===== config.mk =====
export PLATFORM = sky130hd
export DESIGN_NAME = fetch_stage
export DESIGN_NICKNAME = d
export VERILOG_FILES = /design/src/rtl/lca_pkg.sv /design/src/rtl/fetch_fifo2.sv /design/src/rtl/fetch_stage.sv
export SDC_FILE = /design/constraint.sdc
export NUM_CORES = 1
export LEC_CHECK = 0
export BUFFER_PORTS_ARGS = -buffer_cell sky130_fd_sc_hd__clkbuf_2
export CORE_ASPECT_RATIO = 1.4
export CORE_MARGIN = 4
export CORE_UTILIZATION = 52
export DETAILED_ROUTE_END_ITERATION = 16
export GPL_TIMING_DRIVEN = 0
export PLACE_DENSITY_LB_ADDON = 0.08
export SETUP_SLACK_MARGIN = 0.5
export SYNTH_ARGS = -nofsm -noshare
export SYNTH_HDL_FRONTEND = slang
export SYNTH_SLANG_ARGS = --single-unit

===== constraint.sdc =====
create_clock -name clk -period 2.6 [get_ports clk]
set_clock_uncertainty 0.05 [all_clocks]
set_input_delay 0.26 -clock clk [delete_from_list [all_inputs] [get_ports clk]]
set_output_delay 0.26 -clock clk [all_outputs]
set_load 0.02 [all_outputs]

===== src/rtl/lca_pkg.sv =====
// Shared core package: word width, reset PC, fetch pair bundle.
// Consumed by fetch_stage and the decode stage.
package lca_pkg;

    localparam int   XLEN         = 16;
    localparam int   MAX_OUTST    = 2;
    localparam logic [XLEN-1:0] RESET_PC_DEF = 16'h0000;

    typedef logic [XLEN-1:0] pc_t;
    typedef logic [XLEN-1:0] instr_t;

    typedef struct packed {
        pc_t    pc;
        instr_t ir;
    } fetch_pair_t;

    function automatic pc_t pc_inc(input pc_t pc);
        return pc + pc_t'(1);
    endfunction

endpackage


===== src/rtl/fetch_fifo2.sv =====
// Two-entry synchronous FIFO with flush; head is visible on rdata_o.
// Push while full is accepted only together with a pop.
module fetch_fifo2 #(
    parameter int W = 16
) (
    input  logic         clk,
    input  logic         rst_n,
    input  logic         flush_i,
    input  logic         push_i,
    input  logic         pop_i,
    input  logic [W-1:0] wdata_i,
    output logic [W-1:0] rdata_o,
    output logic [1:0]   count_o,
    output logic         empty_o
);

    logic [W-1:0] mem_q [2];
    logic [W-1:0] mem_d [2];
    logic         rd_q, rd_d;
    logic         wr_q, wr_d;
    logic [1:0]   cnt_q, cnt_d;
    logic         push_ok, pop_ok;

    always_comb begin
        pop_ok  = pop_i && (cnt_q != 2'd0);
        push_ok = push_i && ((cnt_q != 2'd2) || pop_ok);
        mem_d   = mem_q;
        rd_d    = rd_q;
        wr_d    = wr_q;
        cnt_d   = cnt_q;
        if (flush_i) begin
            rd_d  = 1'b0;
            wr_d  = 1'b0;
            cnt_d = 2'd0;
        end else begin
            if (push_ok) begin
                mem_d[wr_q] = wdata_i;
                wr_d        = ~wr_q;
            end
            if (pop_ok) begin
                rd_d = ~rd_q;
            end
            cnt_d = cnt_q + {1'b0, push_ok} - {1'b0, pop_ok};
        end
    end

    always_ff @(posedge clk or negedge rst_n) begin
        if (!rst_n) begin
            mem_q[0] <= '0;
            mem_q[1] <= '0;
            rd_q     <= 1'b0;
            wr_q     <= 1'b0;
            cnt_q    <= 2'd0;
        end else begin
            mem_q <= mem_d;
            rd_q  <= rd_d;
            wr_q  <= wr_d;
            cnt_q <= cnt_d;
        end
    end

    assign rdata_o = mem_q[rd_q];
    assign count_o = cnt_q;
    assign empty_o = (cnt_q == 2'd0);

endmodule


===== src/rtl/fetch_stage.sv =====
// Instruction fetch: PC, imem handshake, 2-entry buffer, redirect squash.
// FETCH_PERF_CNT_EN adds perf_fetched / perf_stall_cycles counters.
module fetch_stage
    import lca_pkg::*;
#(
    parameter pc_t RESET_PC  = RESET_PC_DEF,
    parameter int  MAX_OUTST = lca_pkg::MAX_OUTST
) (
    input  logic   clk,
    input  logic   rst_n,
    output logic   imem_req,
    output pc_t    imem_addr,
    input  logic   imem_gnt,
    input  logic   imem_rvalid,
    input  instr_t imem_rdata,
    input  logic   stall,
    input  logic   redirect,
    input  pc_t    redirect_pc,
`ifdef FETCH_PERF_CNT_EN
    output logic [15:0] perf_fetched,
    output logic [15:0] perf_stall_cycles,
`endif
    output pc_t    toPipe1PC,
    output instr_t toPipe1IR,
    output logic   toPipe1Valid
);

    pc_t         pc_q, pc_d;
    logic [1:0]  discard_q, discard_d;
    fetch_pair_t p1_q, p1_d;
    logic        p1_valid_q, p1_valid_d;

    logic [1:0]  pcq_cnt, buf_cnt;
    logic        pcq_empty, buf_empty;
    pc_t         pcq_head;
    fetch_pair_t buf_head;
    fetch_pair_t rsp_pair;

    logic [2:0]  outst;
    logic        fire, rsp, keep, p1_free, p1_load;
    logic        buf_push, buf_pop;

    fetch_fifo2 #(.W(XLEN)) u_pcq (
        .clk     (clk),
        .rst_n   (rst_n),
        .flush_i (1'b0),
        .push_i  (fire),
        .pop_i   (rsp),
        .wdata_i (pc_q),
        .rdata_o (pcq_head),
        .count_o (pcq_cnt),
        .empty_o (pcq_empty)
    );

    fetch_fifo2 #(.W(2 * XLEN)) u_buf (
        .clk     (clk),
        .rst_n   (rst_n),
        .flush_i (redirect),
        .push_i  (buf_push),
        .pop_i   (buf_pop),
        .wdata_i (rsp_pair),
        .rdata_o (buf_head),
        .count_o (buf_cnt),
        .empty_o (buf_empty)
    );

    always_comb begin
        outst    = {1'b0, pcq_cnt} + {1'b0, buf_cnt};
        imem_req = !redirect && (outst < 3'(MAX_OUTST));
        fire     = imem_req && imem_gnt;
        rsp      = imem_rvalid && !pcq_empty;
        keep     = rsp && !redirect && (discard_q == 2'd0);
        rsp_pair = '{pc: pcq_head, ir: imem_rdata};
        p1_free  = !p1_valid_q || !stall;

        pc_d       = pc_q;
        discard_d  = discard_q;
        p1_d       = p1_q;
        p1_valid_d = p1_valid_q;
        buf_push   = 1'b0;
        buf_pop    = 1'b0;
        p1_load    = 1'b0;

        if (redirect) begin
            // Everything still in flight after this cycle is wrong-path.
            pc_d       = redirect_pc;
            discard_d  = pcq_cnt - {1'b0, rsp};
            p1_valid_d = 1'b0;
        end else begin
            if (fire) begin
                pc_d = pc_inc(pc_q);
            end
            if (rsp && (discard_q != 2'd0)) begin
                discard_d = discard_q - 2'd1;
            end
            if (p1_free) begin
                if (!buf_empty) begin
                    p1_d       = buf_head;
                    p1_valid_d = 1'b1;
                    p1_load    = 1'b1;
                    buf_pop    = 1'b1;
                    buf_push   = keep;
                end else if (keep) begin
                    p1_d       = rsp_pair;
                    p1_valid_d = 1'b1;
                    p1_load    = 1'b1;
                end else begin
                    p1_valid_d = 1'b0;
                end
            end else begin
                buf_push = keep;
            end
        end
    end

    always_ff @(posedge clk or negedge rst_n) begin
        if (!rst_n) begin
            pc_q       <= RESET_PC;
            discard_q  <= 2'd0;
            p1_q       <= '0;
            p1_valid_q <= 1'b0;
        end else begin
            pc_q       <= pc_d;
            discard_q  <= discard_d;
            p1_q       <= p1_d;
            p1_valid_q <= p1_valid_d;
        end
    end

`ifdef FETCH_PERF_CNT_EN
    logic [15:0] fetched_q, stall_cyc_q;

    always_ff @(posedge clk or negedge rst_n) begin
        if (!rst_n) begin
            fetched_q   <= 16'd0;
            stall_cyc_q <= 16'd0;
        end else begin
            if (p1_load) begin
                fetched_q <= fetched_q + 16'd1;
            end
            if (stall && p1_valid_q) begin
                stall_cyc_q <= stall_cyc_q + 16'd1;
            end
        end
    end

    assign perf_fetched      = fetched_q;
    assign perf_stall_cycles = stall_cyc_q;
`else
    logic unused_load;
    assign unused_load = p1_load;
`endif

`ifndef SYNTHESIS
    a_rvalid_orphan: assert property (
        @(posedge clk) disable iff (!rst_n)
        !(imem_rvalid && pcq_empty)
    );
`endif

    assign imem_addr    = pc_q;
    assign toPipe1PC    = p1_q.pc;
    assign toPipe1IR    = p1_q.ir;
    assign toPipe1Valid = p1_valid_q;

endmodule


# After elaboration in Yosys (flattened, before gate mapping)
# Index checks and enable logic that the tools add are counted.
# word_totals
regBits	155
input_bits	38
word_cells	107
# classes
add_sub_neg	8
magnitude_cmp	7
n_eq_ne	3
muxes	33
bitwise	9
reduce_logical	32
# ops
operator	n
$mux W32	6
$mux W16	6
$bwmux W64	1
$bwmux W32	1
$demux W32 S1	1
$add A16 B1 Y16 const B	1
$demux W16 S1	1
$reduce_bool A2 Y1	8
$mux W1	14
$logic_and A1 B1 Y1	12
$ge A2 B2 Y1 const B	4
$not A1 Y2	4
$logic_not A2 Y1	3
$mux W2	3
$ne A2 B2 Y1 const B	3
$sub A2 B1 Y2	3
$not A1 Y1	5
$add A2 B1 Y2	2
$logic_not A1 Y1	4
$lt A2 B1 Y1 const B	2
$add A2 B2 Y3	1
$logic_or A1 B1 Y1	3
$lt A3 B2 Y1 const B	1
$reduce_and A3 Y1	1
other kinds (2)	2

# Depth between registers and ports, before layout
# logic_depth
depth_word	12
mapped_depth	10

# Cells and area by module
# From an unflattened synthesis, not the netlist that was laid out.
# unflattened
cells_unflattened	587
hier_area_um2	7419.6
# by_module_without_submodules
module	n_inst	cells_each	area_each_um2	seq_area_each_um2
fetch_fifo2 at u_buf	1	195	3110.5	1701.6
fetch_stage	1	284	2650.0	1276.2
fetch_fifo2 at u_pcq	1	108	1659.1	900.9

# Worst setup path after synthesis
# No wires, ideal clock.
# synth_path
path_kind	reg-to-reg
startpoint	register u_buf.cnt_q[0], in the netlist u_buf.count_o[0]
endpoint	register u_pcq.mem_q[21] in the netlist's numbering
t_arrival_ps	2353
required_time_ps	2425
slack_ps	72
path_stages_with_launch	8
synth_period_minus_slack_ps	2528
cell_sequence	dfrtp_1 inv_1 nor2_1 fa_1 or3b_4 nor4_4 buf_6 mux2_2
# synth_via
elab_chain_len	5
# synth_rtl
item	line	rtl
from (decl)	fetch_fifo2.sv:21	logic [1:0] cnt_q, cnt_d;
from (signal assigned)	fetch_fifo2.sv:58	cnt_q <= cnt_d;
$add A2 B2 Y3	fetch_stage.sv:68	outst = {1'b0, pcq_cnt} + {1'b0, buf_cnt};
$lt A3 B2 Y1	fetch_stage.sv:69	imem_req = !redirect && (outst < 3'(MAX_OUTST));
$logic_and A1 B1 Y1	fetch_stage.sv:69	
$logic_and A1 B1 Y1	fetch_stage.sv:70	fire = imem_req && imem_gnt;
$logic_and A1 B1 Y1	fetch_fifo2.sv:26	push_ok = push_i && ((cnt_q != 2'd2) || pop_ok);
to (signal assigned)	fetch_fifo2.sv:55	mem_q <= mem_d;
to (decl)	fetch_fifo2.sv:17	logic [W-1:0] mem_q [2];
# No other way between the ends.
# A chain may end at the register's enable or synchronous reset.

# Worst setup path after layout
# layout_path
startpoint	register u_pcq.cnt_q[0], in the netlist u_pcq.count_o[0]
endpoint	register pc_q[11], in the netlist imem_addr[11]
# layout_via
elab_chain_len	5
# layout_rtl
item	line	rtl
from (decl)	fetch_fifo2.sv:21	
from (signal assigned)	fetch_fifo2.sv:58	
$add A2 B2 Y3	fetch_stage.sv:68	
$lt A3 B2 Y1	fetch_stage.sv:69	
$logic_and A1 B1 Y1	fetch_stage.sv:69	
$logic_and A1 B1 Y1	fetch_stage.sv:70	
$reduce_bool A2 Y1 (no source line)	n/a	
to (signal assigned)	fetch_stage.sv:123	pc_q <= pc_d;
to (decl)	fetch_stage.sv:28	pc_t pc_q, pc_d;
# No other way between the ends.

==> flow_summary.toml <==
[power_and_ir_drop]
vdd_drop_max_mv = 0.708
p_leak_nw = 4.38
sw_frac_of_total_pct = 36.0
powerDensity_nw_per_um2 = 1190
p_int_mw = 6.87
p_seq_share_pct = 33.9
p_clk_share_pct = 24.5
totalPowerFinal_mw = 10.7
p_sw_mw = 3.87
power_frac_comb_pct = 41.6

[yosys]
syn-num-nets = 680
ys_warn_count = 0
async_flop_share_pct = 100
synthCells = 634
netlist_area_um2 = 7150
synth_edf_count = 0
synth_ff_type = "dfrtp_1"
ys_ff_latch = 155
avgSynthCellArea_um2 = 11.3
synth_cell_types = 50
synth_seq_area_share_pct = 54.3

[floorplan]
ios = 88
die_w_um = 107
dieArea_um2 = 15700
num_rows = 50
design.core.area_um2 = 13500
fp.dieH_um = 147
initial_utilization_pct = 53.1

[sta]
setup_violations = 0
hold_violations = 0
fmax_mhz = 414
rsz0062_at_grt = "true"
setup_tns_ns = 0
tightestPinTransition_ns = 0.680
finalMaxSlewViolations = 0
fin_crit_ns = 2.41
slew_headroom_pct = 54.6
fin_crit_sh_pct = 92.8

[layout]
num-nets-final = 819
syn2layout_area_growth_pct = 26.7
antenna_cells = 0
fin_util_pct = 67.3
n_fill_cell = 1050
fin_area_um2 = 9060
drive_gt1_share_pct = 37.4
layout_commonest_cell = "dfrtp_1"
layout_common_cells = "153 x dfrtp_1, 97 x nand2_1, 92 x clkbuf_2"

[grt]
antenna_found_initial = 0
grt-ovfl-total = 0
track_usage_pct = 21.8
grt_pass1_vias = 5476
grt_pass1_wl_mm = 27.2
grt_max_degree = 110

[worst_hold_path]
hold_path_startpoint = "redirect_pc[2]"
hp-class = "in2reg"

[placed_design]
io_buffers = 86
place_area_um2 = 7850
gp_congestion = 0.817
dpl.hpwl_mm = 11.2

[clock_tree]
cts_sinks = 155
clk_latency_ns = 0.41
cts_buffers = 17
htree_levels = 4
cts_tree = "yes"
cts_buffer_depth = 2
clk_pin_slew_worst_paths_ns = 0.06
clockRootBuffer = "clkbuf_16"

[detailed_routing]
postRouteWirelength_mm = 16.6
drtIter0Drc = 232
wl_per_cell_um = 17.2
ant_nets = 0
vias_per_cell = 5.38
drc = 0
first_pass_iters = 4
vias = 5204

[worst_setup_path]
reg2reg_slack_ns = 0.19
start_kind = "flop"
end_kind = "flop"
path_class = "reg2reg"
critPathArrivalTime_ns = 2.70
reg2reg_from = "u_pcq.count_o[0]"
required_ns = 2.88
startpoint = "u_pcq.count_o[0]"
path_max_fanout = 5

[run]
cap_violations = 0

[run_status]
status = "completed"
-- cells by family after synthesis --
kind of cell	count (synthesis)	synth area share [%]
AO/OA/AOI/OAI	125	9.35
XOR/XNOR	19	2.33
adder cells (fa/ha/maj)	8	1.51
buffers and inverters	50	3.47
flip-flops	155	54.3
multiplexers	116	18.2
AND/OR/NAND/NOR	161	10.9
-- through the flow --
stage	cells	worst slack (ns)	hold WS, ns
after floorplan	634	0.0774	-0.0856
after global placement	902	-1.35	0.406
after detailed placement	903	-0.200	0.187
after CTS	957	0.134	0.00112
after global routing	968	0.0836	0.0269
final	968	0.187	0.0158
-- cell usage after synthesis (2+ instances only) --
| cell | instances | area share [%] |
|---|---|---|
| nor4_1 | 2 | 0.18 |
| xnor2_1 | 10 | 1.2 |
| and3b_1 | 2 | 0.25 |
| nand2_1 | 98 | 5.1 |
| buf_1 | 3 | 0.16 |
| nor3b_1 | 3 | 0.32 |
| mux2i_1 | 35 | 4.9 |
| nand4_1 | 3 | 0.26 |
| nand2b_1 | 2 | 0.18 |
| o31a_1 | 2 | 0.25 |
| or3_1 | 2 | 0.18 |
| nand3_1 | 4 | 0.28 |
| buf_4 | 6 | 0.63 |
| ha_1 | 7 | 1.2 |
| dfrtp_1 | 155 | 54 |
| and3_1 | 2 | 0.18 |
| o21ai_0 | 95 | 6.7 |
| nor3_1 | 3 | 0.21 |
| nor2_1 | 25 | 1.3 |
| a31oi_1 | 4 | 0.35 |
| buf_6 | 4 | 0.63 |
| xor2_1 | 9 | 1.1 |
| mux2_2 | 71 | 11 |
| a21oi_1 | 17 | 1.2 |
| clkbuf_1 | 21 | 1.1 |
| inv_1 | 10 | 0.53 |
| buf_2 | 6 | 0.42 |
| and4_1 | 2 | 0.25 |
| mux2_4 | 10 | 2.1 |
-- final cells by class --
cell class	instances	area, um^2	area share, %
plain buffers	40	275	3.04
clock inverters	13	190	2.10
well taps	182	228	2.51
flip-flops and latches	155	3880	42.8
multi-input cells	429	3210	35.5
repair buffers	120	790	8.72
inverters	10	37.5	0.414
clock buffers	19	443	4.89
-- what timing repair did --
action,in CTS,in global routing
gates resized for setup,67,56
setup buffers,19,10
gates cloned,1,1
hold buffers,2,0
endpoints found under the hold margin,47,0
pin swaps,19,16
setup endpoints to repair,147,149
-- flip-flops by register name (all words and copies together) (netlist names) --
signal and cells:
u_pcq.mem_q 32, imem_addr 16, discard_q 2, u_pcq.rd_q 1
toPipe1Valid 1, u_pcq.count_o 2, u_buf.mem_q 64, u_buf.rd_q 1
u_pcq.wr_q 1, u_buf.wr_q 1, toPipe1PC 16, u_buf.count_o 2
toPipe1IR 16
-- power by group through the flow --
| stage | Combinational (mW) | Clock (mW) | Sequential, mW |
|---|---|---|---|
| 3_5_place_dp | 3.74 | 0 | 3.67 |
| 5_1_grt | 4.94 | 2.79 | 3.73 |
| 3_3_place_gp | 3.62 | 0 | 3.62 |
| 6_report | 4.47 | 2.63 | 3.64 |
| 4_1_cts | 4.22 | 2.67 | 3.63 |
| 2_1_floorplan | 2.40 | 0 | 3.85 |
-- routing by layer --
| metal | vias to the layer above | wire length [um] | track usage (%) |
|---|---|---|---|
| met5 | - | 0 | 0 |
| met4 | 0 | 219 | 6.08 |
| met3 | 20 | 666 | 3.69 |
| met2 | 125 | 8800 | 38.2 |
| met1 | 2579 | 6930 | 27.6 |
| li1 | 2480 | - | - |
-- worst max-delay path, cell delays in order (launching register included) --
cell and delay (ns):
dfrtp_1 0.37, inv_2 0.06, nor2_4 0.11, fa_2 0.47
buf_6 0.13, buf_6 0.11, nor3b_4 0.23, nand4_4 0.17
buf_6 0.18, or3_1 0.30, a31oi_1 0.16
-- worst paths after layout --
kind,to,cells past startpoint
max in group asynchronous,u_buf.mem_q[52],3
min,imem_addr[2],3
min reg2reg,u_buf.mem_q[16],2
min in group asynchronous,u_buf.mem_q[15],2
max reg2reg,imem_addr[11],10
max,imem_addr[11],10
Note: power is estimated with default switching activity, not from simulation.
